<file path="config.mk">
export PLATFORM = sky130hd
export DESIGN_NAME = scratch_pad_stream_dma
export DESIGN_NICKNAME = d
export VERILOG_FILES = /design/src/rtl/scratch_pad_pkg.sv /design/src/rtl/sp_stream_resp_fifo.sv /design/src/rtl/scratch_pad_stream_dma.sv
export SDC_FILE = /design/constraint.sdc
export NUM_CORES = 2
export LEC_CHECK = 0
export BUFFER_PORTS_ARGS = -buffer_cell sky130_fd_sc_hd__buf_2
export CORE_ASPECT_RATIO = 0.75
export CORE_UTILIZATION = 40
export CTS_CLUSTER_SIZE = 14
export DETAILED_ROUTE_END_ITERATION = 8
export PLACE_DENSITY_LB_ADDON = 0.25
export SLEW_MARGIN = 20
export SYNTH_ARGS = -nofsm -noshare
export SYNTH_HDL_FRONTEND = slang
export SYNTH_SLANG_ARGS = --single-unit
</file>
<file path="constraint.sdc">
create_clock -name clk -period 12.2 [get_ports clk]
set_input_delay 2.44 -clock clk [delete_from_list [all_inputs] [get_ports clk]]
set_output_delay 2.44 -clock clk [all_outputs]
set_load 0.01 [all_outputs]
</file>
<file path="src/rtl/scratch_pad_pkg.sv">
// Shared encodings for the scratch pad stream DMA.
// State and direction constants plus the counter-width helper.
package scratch_pad_pkg;

  typedef enum logic [1:0] {
    IDLE  = 2'd0,
    ISSUE = 2'd1,
    DRAIN = 2'd2,
    DONE  = 2'd3
  } state_e;

  localparam logic DIR_READ  = 1'b0;
  localparam logic DIR_WRITE = 1'b1;

  function automatic int sp_log2(input int v);
    int r;
    r = 0;
    for (int i = 0; i < 31; i++)
      if ((1 << i) < v) r = i + 1;
    return r;
  endfunction

endpackage

</file>
<file path="src/rtl/sp_stream_resp_fifo.sv">
// First-word-fall-through response FIFO for the stream DMA.
// Exposes its fill count so the issuer can budget read credits.
module sp_stream_resp_fifo
  import scratch_pad_pkg::*;
#(
  parameter int WIDTH      = 64,
  parameter int RESP_DEPTH = 32,
  localparam int PW        = sp_log2(RESP_DEPTH)
) (
  input  logic             clk,
  input  logic             rst,
  input  logic             push_i,
  input  logic [WIDTH-1:0] data_i,
  input  logic             pop_i,
  output logic             valid_o,
  output logic [WIDTH-1:0] data_o,
  output logic             full_o,
  output logic [PW:0]      count_o
);

  logic [WIDTH-1:0] mem_q [RESP_DEPTH];
  logic [PW-1:0]    wr_ptr_q;
  logic [PW-1:0]    rd_ptr_q;
  logic [PW:0]      cnt_q;
  logic             do_push;
  logic             do_pop;

  assign valid_o = (cnt_q != '0);
  assign full_o  = (cnt_q == (PW+1)'(RESP_DEPTH));
  assign count_o = cnt_q;
  assign data_o  = mem_q[rd_ptr_q];
  assign do_pop  = pop_i && valid_o;
  // a full FIFO still accepts when its head leaves in the same cycle
  assign do_push = push_i && (!full_o || do_pop);

  always_ff @(posedge clk) begin
    if (do_push) mem_q[wr_ptr_q] <= data_i;
  end

  always_ff @(posedge clk) begin
    if (rst) begin
      wr_ptr_q <= '0;
      rd_ptr_q <= '0;
      cnt_q    <= '0;
    end else begin
      if (do_push) wr_ptr_q <= wr_ptr_q + PW'(1);
      if (do_pop)  rd_ptr_q <= rd_ptr_q + PW'(1);
      if (do_push && !do_pop)
        cnt_q <= cnt_q + (PW+1)'(1);
      else if (!do_push && do_pop)
        cnt_q <= cnt_q - (PW+1)'(1);
    end
  end

endmodule

</file>
<file path="src/rtl/scratch_pad_stream_dma.sv">
// Command-driven stream engine on one scratch pad port.
// Define SP_STREAM_DMA_STATS_EN to add full/busy cycle counters.
module scratch_pad_stream_dma
  import scratch_pad_pkg::*;
#(
  parameter int WIDTH      = 64,
  parameter int ADDR_WIDTH = 12,
  parameter int LEN_WIDTH  = 16,
  parameter int RESP_DEPTH = 32
) (
  input  logic                  clk,
  input  logic                  rst,
  input  logic                  cmd_valid,
  output logic                  cmd_ready,
  input  logic                  cmd_write,
  input  logic [ADDR_WIDTH-1:0] cmd_base,
  input  logic [ADDR_WIDTH-1:0] cmd_stride,
  input  logic [LEN_WIDTH-1:0]  cmd_len,
  input  logic                  in_valid,
  output logic                  in_ready,
  input  logic [WIDTH-1:0]      in_data,
  output logic                  out_valid,
  input  logic                  out_ready,
  output logic [WIDTH-1:0]      out_data,
  output logic                  done,
  output logic                  sp_rd_en,
  output logic                  sp_wr_en,
  output logic [ADDR_WIDTH-1:0] sp_addr,
  output logic [WIDTH-1:0]      sp_d,
  input  logic                  sp_full,
  output logic                  sp_stall,
  input  logic                  sp_valid,
  input  logic [WIDTH-1:0]      sp_q
`ifdef SP_STREAM_DMA_STATS_EN
  ,
  output logic [31:0]           stat_full_cycles,
  output logic [31:0]           stat_busy_cycles
`endif
);

  localparam int CW = sp_log2(RESP_DEPTH) + 1;
  localparam logic [LEN_WIDTH-1:0] ONE_L = LEN_WIDTH'(1);

  state_e                state_q;
  logic                  dir_q;
  logic [ADDR_WIDTH-1:0] addr_q;
  logic [ADDR_WIDTH-1:0] stride_q;
  logic [LEN_WIDTH-1:0]  len_q;
  logic [LEN_WIDTH-1:0]  issue_cnt_q;
  logic [LEN_WIDTH-1:0]  deliv_cnt_q;
  logic [CW-1:0]         outst_q;
  logic                  sp_rd_en_q;
  logic                  sp_wr_en_q;
  logic [ADDR_WIDTH-1:0] sp_addr_q;
  logic [WIDTH-1:0]      sp_d_q;
  logic                  done_q;

  logic          accept;
  logic          credit_ok;
  logic          rd_go;
  logic          wr_go;
  logic          issue;
  logic          pop;
  logic          ret;
  logic          fifo_full;
  logic [CW-1:0] fifo_cnt;

  assign accept    = cmd_valid && cmd_ready;
  assign cmd_ready = (state_q == IDLE);
  assign in_ready  = (state_q == ISSUE) && (dir_q == DIR_WRITE) &&
                     !sp_full && (issue_cnt_q != len_q);
  assign credit_ok = ({1'b0, outst_q} + {1'b0, fifo_cnt}) <
                     (CW+1)'(RESP_DEPTH);
  assign rd_go     = (state_q == ISSUE) && (dir_q == DIR_READ) &&
                     !sp_full && credit_ok && (issue_cnt_q != len_q);
  assign wr_go     = in_valid && in_ready;
  assign issue     = rd_go || wr_go;
  assign pop       = out_valid && out_ready;
  // stray responses with nothing outstanding are dropped, not queued
  assign ret       = sp_valid && (outst_q != '0);
  assign sp_stall  = fifo_full && (outst_q != '0);

  assign sp_rd_en = sp_rd_en_q;
  assign sp_wr_en = sp_wr_en_q;
  assign sp_addr  = sp_addr_q;
  assign sp_d     = sp_d_q;
  assign done     = done_q;

  sp_stream_resp_fifo #(
    .WIDTH      (WIDTH),
    .RESP_DEPTH (RESP_DEPTH)
  ) u_fifo (
    .clk     (clk),
    .rst     (rst),
    .push_i  (ret),
    .data_i  (sp_q),
    .pop_i   (pop),
    .valid_o (out_valid),
    .data_o  (out_data),
    .full_o  (fifo_full),
    .count_o (fifo_cnt)
  );

  always_ff @(posedge clk) begin
    if (rst) begin
      state_q     <= IDLE;
      dir_q       <= DIR_READ;
      addr_q      <= '0;
      stride_q    <= '0;
      len_q       <= '0;
      issue_cnt_q <= '0;
      deliv_cnt_q <= '0;
      outst_q     <= '0;
      sp_rd_en_q  <= 1'b0;
      sp_wr_en_q  <= 1'b0;
      sp_addr_q   <= '0;
      sp_d_q      <= '0;
      done_q      <= 1'b0;
    end else begin
      sp_rd_en_q <= rd_go;
      sp_wr_en_q <= wr_go;
      done_q     <= 1'b0;
      if (issue) begin
        sp_addr_q   <= addr_q;
        addr_q      <= addr_q + stride_q;
        issue_cnt_q <= issue_cnt_q + ONE_L;
      end
      if (wr_go) sp_d_q <= in_data;
      if (pop) deliv_cnt_q <= deliv_cnt_q + ONE_L;
      if (rd_go && !ret)
        outst_q <= outst_q + CW'(1);
      else if (!rd_go && ret)
        outst_q <= outst_q - CW'(1);
      unique case (state_q)
        IDLE: begin
          if (accept) begin
            dir_q       <= cmd_write;
            addr_q      <= cmd_base;
            stride_q    <= cmd_stride;
            len_q       <= cmd_len;
            issue_cnt_q <= '0;
            deliv_cnt_q <= '0;
            if (cmd_len == '0) begin
              state_q <= DONE;
              done_q  <= 1'b1;
            end else begin
              state_q <= ISSUE;
            end
          end
        end
        ISSUE: begin
          if (dir_q == DIR_READ) begin
            if (rd_go && (issue_cnt_q + ONE_L == len_q))
              state_q <= DRAIN;
          end else if (issue_cnt_q == len_q) begin
            // last write enable is on the port this cycle
            state_q <= DONE;
            done_q  <= 1'b1;
          end
        end
        DRAIN: begin
          if ((deliv_cnt_q == len_q) ||
              (pop && (deliv_cnt_q + ONE_L == len_q))) begin
            state_q <= DONE;
            done_q  <= 1'b1;
          end
        end
        DONE: state_q <= IDLE;
      endcase
    end
  end

`ifdef SP_STREAM_DMA_STATS_EN
  logic [31:0] full_cyc_q;
  logic [31:0] busy_cyc_q;

  always_ff @(posedge clk) begin
    if (rst || accept) begin
      full_cyc_q <= '0;
      busy_cyc_q <= '0;
    end else begin
      if ((state_q != IDLE) && (busy_cyc_q != '1))
        busy_cyc_q <= busy_cyc_q + 32'd1;
      if ((state_q == ISSUE) && sp_full && (full_cyc_q != '1))
        full_cyc_q <= full_cyc_q + 32'd1;
    end
  end

  assign stat_full_cycles = full_cyc_q;
  assign stat_busy_cycles = busy_cyc_q;
`endif

endmodule

</file>
* Word level (Yosys, flattened, before mapping)
Memory sizes are Yosys's and may differ from the RTL's. A register that Yosys moved wholly into a read port is not among the register bits.
Cells that the tools add are included.
** Word-level totals
- Register bits :: 176
- RAM bits :: 2048
- Input port bits :: 176
- Output and inout port bits :: 147
- Word-level logic and storage cells :: 109
- Memories kept :: 1
** Operators by class
- Add/sub/neg operators :: 10
- $lt $le $gt $ge :: 1
- Equality and inequality tests :: 13
- Muxes and demuxes :: 30
- Bitwise logic cells :: 1
- Reductions and logical operators :: 37
** Memory list
- u_fifo.mem_q :: words 32, bits a word 64, read ports 1, clocked after Yosys merged registers in 1, write ports 1, line sp_stream_resp_fifo.sv:21 : logic [WIDTH-1:0] mem_q [RESP_DEPTH];
** Operators by type and width (count)
- $mux 16 :: 6
- $eq 16x16->1 :: 4
- $mux 12 :: 3
- $add 16x1->16 const B :: 2
- $mux 6 :: 4
- $logic_and 1x1->1 :: 20
- $logic_not 16->1 :: 1
- $ne 16x16->1 :: 1
- $add 12x12->12 :: 1
- $add 6x1->6 const B :: 2
- $mux 2 :: 6
- $reduce_bool 6->1 :: 2
- $sub 6x1->6 const B :: 2
- $add 5x1->5 const B :: 2
- $mux 5 :: 2
- $pmux 2 s4 :: 1
- $add 6x6->7 :: 1
- $lt 7x6->1 const B :: 1
- $mux 1 :: 7
- $eq 6x6->1 const B :: 1
- $logic_not 1->1 :: 6
- $ne 3x2->1 const B :: 2
- $eq 2x2->1 const B :: 2
- $reduce_and 4->1 :: 1
- 9 further kinds :: 12

* Longest topological paths before layout
- Depth in word-level cells :: 9
- Gate-level depth with buffers :: 16
- Gate-level depth less buffers :: 15

* By module
From an unflattened synthesis, not the netlist that was laid out.
** Unflattened totals
- Cell total of the unflattened synthesis :: 4766
- Area, all modules :: 86631.8 um^2
** Modules (own cells, without submodules)
- sp_stream_resp_fifo :: instances 1, cells each 3739, area an instance 78659.2 um^2, sequential area each 61919.4 um^2
- scratch_pad_stream_dma :: instances 1, cells each 1027, area an instance 7972.6 um^2, sequential area each 3203.1 um^2

* Worst setup path after synthesis
Ideal clock, no wire load.
- Kind :: in2reg
- Start :: input port sp_valid
- End :: memory u_fifo.mem_q[23][0] (enable)
- Library setup time :: 0.487 ns
- Data arrival time :: 5.879 ns
- Data required time :: 11.713 ns
- Slack :: 5.835 ns
- Cell stages on the path :: 4
- Buffers on the path :: 0
- Cells stage by stage :: nand2_1 nor2_1 nand2_1 nor2_1
** Between the ends
- Word-level cells in the longest chain between the ends :: 4
** Ends and longest elaborated chain
- start, declared :: line scratch_pad_stream_dma.sv:32 : input logic sp_valid,
- $logic_and 1x1->1 :: line scratch_pad_stream_dma.sv:80 : assign ret = sp_valid && (outst_q != '0);
- $logic_and 1x1->1 :: line sp_stream_resp_fifo.sv:34 : assign do_push = push_i && (!full_o || do_pop);
- via u_fifo.do_push :: line sp_stream_resp_fifo.sv:25 : logic do_push;
- $mux 1 :: line sp_stream_resp_fifo.sv:37 : if (do_push) mem_q[wr_ptr_q] <= data_i;
- $mux 1 (not written as such) :: line sp_stream_resp_fifo.sv:37
- end, declared :: line sp_stream_resp_fifo.sv:21
The timed path passes the listed nets, and every way through them passes these cells.

==> results.py <==
metrics = {
    "critical_path": {
        "critPathLaunchType": "flip-flop",
        "reg2reg_from": "outst_q[1]",
        "required_ns": 9.76,
        "reg2reg_to": "u_fifo.mem_q[7][30]",
        "cp_common_cell": "mux4_2",
        "critPathArrivalTime_ns": 4.89,
        "crit_path_cell_trace": "buf_12, buf_4, mux4_2, mux4_2, mux2_2, buf_2",
        "reg2regPathDepth": 9,
        "critical_path.max_fanout": 107,
        "critPathMaxStageDelay_ns": 0.85,
        "cp_top_family": "buffers and inverters",
        "crit_buf_inv": 3,
        "setup.worst_path.end_class": "primary output",
        "crit_slowest_cell": "buf_4",
        "criticalPathCategory": "reg -> out",
        "reg2reg_slack_ns": 7.88,
    },
    "die": {
        "die_h_um": 405,
        "dieArea_mm2": 0.218,
        "ios": 323,
        "die-width_um": 539,
        "coreArea_mm2": 0.214,
        "row_count": 147,
        "start_util_pct": 40.3,
    },
    "finish": {
        "nNetsFinal": 4704,
        "area_growth_pct": 14.1,
        "fillerInstances": 17900,
        "drive_gt1_share_pct": 31.7,
    },
    "synth": {
        "synth_top_cell_by_area": "edfxtp_1",
        "syn-num-nets": 4302,
        "yosysSeqAreaShare_pct": 75.3,
        "synth_edf_count": 2048,
        "synth.distinct_cells": 72,
        "synth_compound_area_share_pct": 1.51,
        "async_flop_share_pct": 0,
        "yosysMostFrequentCell": "edfxtp_1",
        "ys_top_cells_by_area": "edfxtp_1 (71%), mux4_2 (17%), dfxtp_1 (4.2%)",
        "ys_warn_count": 0,
        "synthMuxAreaShare_pct": 17.6,
        "synthTopCellsByCount": "edfxtp_1 (2048), mux4_2 (640), nand2_1 (282)",
        "synth_top_area_share_pct": 71.2,
        "synth-xor-area-share_pct": 0.982,
        "synth_top_family_by_area": "multiplexers",
        "syn_area_mm2": 0.0864,
        "syn_inst": 4086,
        "synthAdderAreaFrac_pct": 0.605,
        "synth-simple-area-share_pct": 2.83,
        "synth_seq_cells": 2229,
        "postSynthAreaPerCell_um2": 21.2,
        "synth_ff_type": "edfxtp_1",
    },
    "routing": {
        "routedWlPerCell_um": 29.2,
        "via_count": 42800,
        "dr.pass1.iters": 7,
        "wl_met1_mm": 98.0,
        "ant_nets": 0,
        "wl_met2_mm": 102,
        "drcViolationCount": 0,
        "top_layer_used": "met5",
        "first_iter_violations": 4483,
        "dr_wl_met3_mm": 15.4,
        "vias_per_cell": 5.71,
        "wl_mm": 219,
    },
    "pwr": {
        "power_density_mw_per_mm2": 190,
        "power_w": 0.0187,
        "vdd_drop_max_v": 0.000169,
        "p_leak_nw": 30.5,
    },
    "clock_tree": {
        "cts_buffer_depth": 4,
        "cts_root_buf": "clkbuf_16",
        "cts.sinks": 2229,
        "cts_made_buffers": 218,
        "clkSlewWorstSetupHoldPaths_ns": 0.06,
        "cts-htree-levels": 4,
        "cts_tree": "yes",
        "clock_latency_ns": 0.87,
        "post_cts.repair.setup_buffers": 0,
        "cts_resized": 0,
        "cts_hold_buffers": 0,
    },
    "grt": {
        "grt_pass1_vias": 43200,
        "grt.overflow.total": 0,
        "grt_use_total_pct": 20.0,
        "grt_max_degree": 147,
        "antenna_found_initial": 26,
        "grt_pass1_wl_mm": 314,
    },
    "timing": {
        "rsz0062_at_grt": "false",
        "setup-violations-final": 0,
        "hold_violations": 0,
        "max_freq_mhz": 136,
        "relSlewSlack_pct": 19.8,
        "tns_ns": 0,
        "layout_worst_path_cycle_share_pct": 60.1,
        "tightest_slew_ns": 1.20,
        "period_needed_ns": 7.33,
        "fin_ws_ns": 4.87,
        "finalClockSkew_ns": 0.0583,
        "maxSlewViolCount": 0,
        "fin_hold_ws_ns": 0.450,
    },
    "min_path": {
        "hold_class": "reg -> reg",
        "whs_path_depth": 2,
        "hold_start": "sp_d[54]",
        "hold_end": "sp_d[54]",
    },
    "placement": {
        "gp_congestion": 0.793,
        "io_buffer_count": 322,
        "place_ws_ns": 5.53,
        "dpl.hpwl_mm": 111,
    },
    "run_status": {
        "status": "completed",
    },
    "job": {
        "timing.max_cap.violations": 0,
    },
}
state kept, by name (all words and copies together) (netlist names), 2 cells and up, named ones only:
name and flops:
len_q 16, outst_q 6, addr_q 12, u_fifo.count_o 6
stride_q 12, sp_d 64, sp_addr 12, state_q 2
u_fifo.mem_q 2048, u_fifo.rd_ptr_q 5, u_fifo.wr_ptr_q 5, issue_cnt_q 16
deliv_cnt_q 16
worst max-delay path by stage:
stage,cells after the start,endpoint,slack (ns)
6_report,6,out_data[61],4.87
5_1_grt,6,out_data[61],4.46
4_1_cts,6,out_data[61],4.61
3_5_place_dp,6,out_data[61],5.53
3_3_place_gp,6,out_data[61],5.59
2_1_floorplan,4,u_fifo.mem_q[23][0],5.83
cells by family after synthesis:
logic type               after synthesis
flip-flops                          2229
multiplexers                         708
AND/OR/NAND/NOR                      541
buffers and inverters                249
AO/OA/AOI/OAI                        223
XOR/XNOR                              96
adder cells (fa/ha/maj)               40
placed cells by master, fill, tap and decap left out, drive strengths merged, types with 3 or more instances in the layout:
cell type	instances
a311oi	7
a31oi	6
nor2	127
inv	27
nor2b	7
nor3	18
nand2b	5
a211o	3
ha	37
xnor2	43
o211ai	5
clkbuf	272
or2	4
clkinvlp	5
a21o	5
mux2i	3
nor3b	4
xor2	53
o21ai	22
o2111ai	5
nor4	22
fa	3
mux2	65
mux4	640
dfxtp	181
or3	10
edfxtp	2048
and3	5
diode	5
a21oi	145
bufinv	19
buf	410
a211oi	5
nand2	282
nand3	17
nand4	21
nand3b	5
clkinv	87
and2	6
routing by layer:
metal	GRT usage, %	up-vias
li1	-	17700
met1	29.6	23300
met2	31.2	1508
met3	3.74	290
met4	3.62	22
met5	0	-
cell type report:
class	instances	area (µm²)	area share, %
well taps	2831	3540	3.59
clock buffers	272	5750	5.83
clock inverters	117	1130	1.14
diodes	5	12.5	0.0127
inverters	21	83.8	0.0850
multi-input cells	1608	20500	20.8
flip-flops and latches	2229	65100	66.1
repair buffers	410	2380	2.42
power by group:
part / switching, W / internal [W]
sequential: 0.000147 / 0.00854
clock: 0.00285 / 0.00374
combinational: 0.00174 / 0.00173
per-stage QoR:
stage               cells  instance area (µm²)  utilization, %
global placement     7098                91700            42.7
floorplan            4086                86400               -
global route         7491                98600            46.0
finish               7493                98600            46.0
CTS                  7488                98600            46.0
detailed placement   7099                91700            42.8
worst reg2reg max path: stages (launching register included):
cell	delay, ns
dfxtp_1	0.45
nor4_1	0.12
nand2_1	0.08
nand2_1	0.07
nor2_1	0.15
buf_4	0.21
nand2_1	0.49
nor2_4	0.97
buf_4	0.60
buf_4	0.76
No activity file was read; power rests on OpenSTA's default activity.
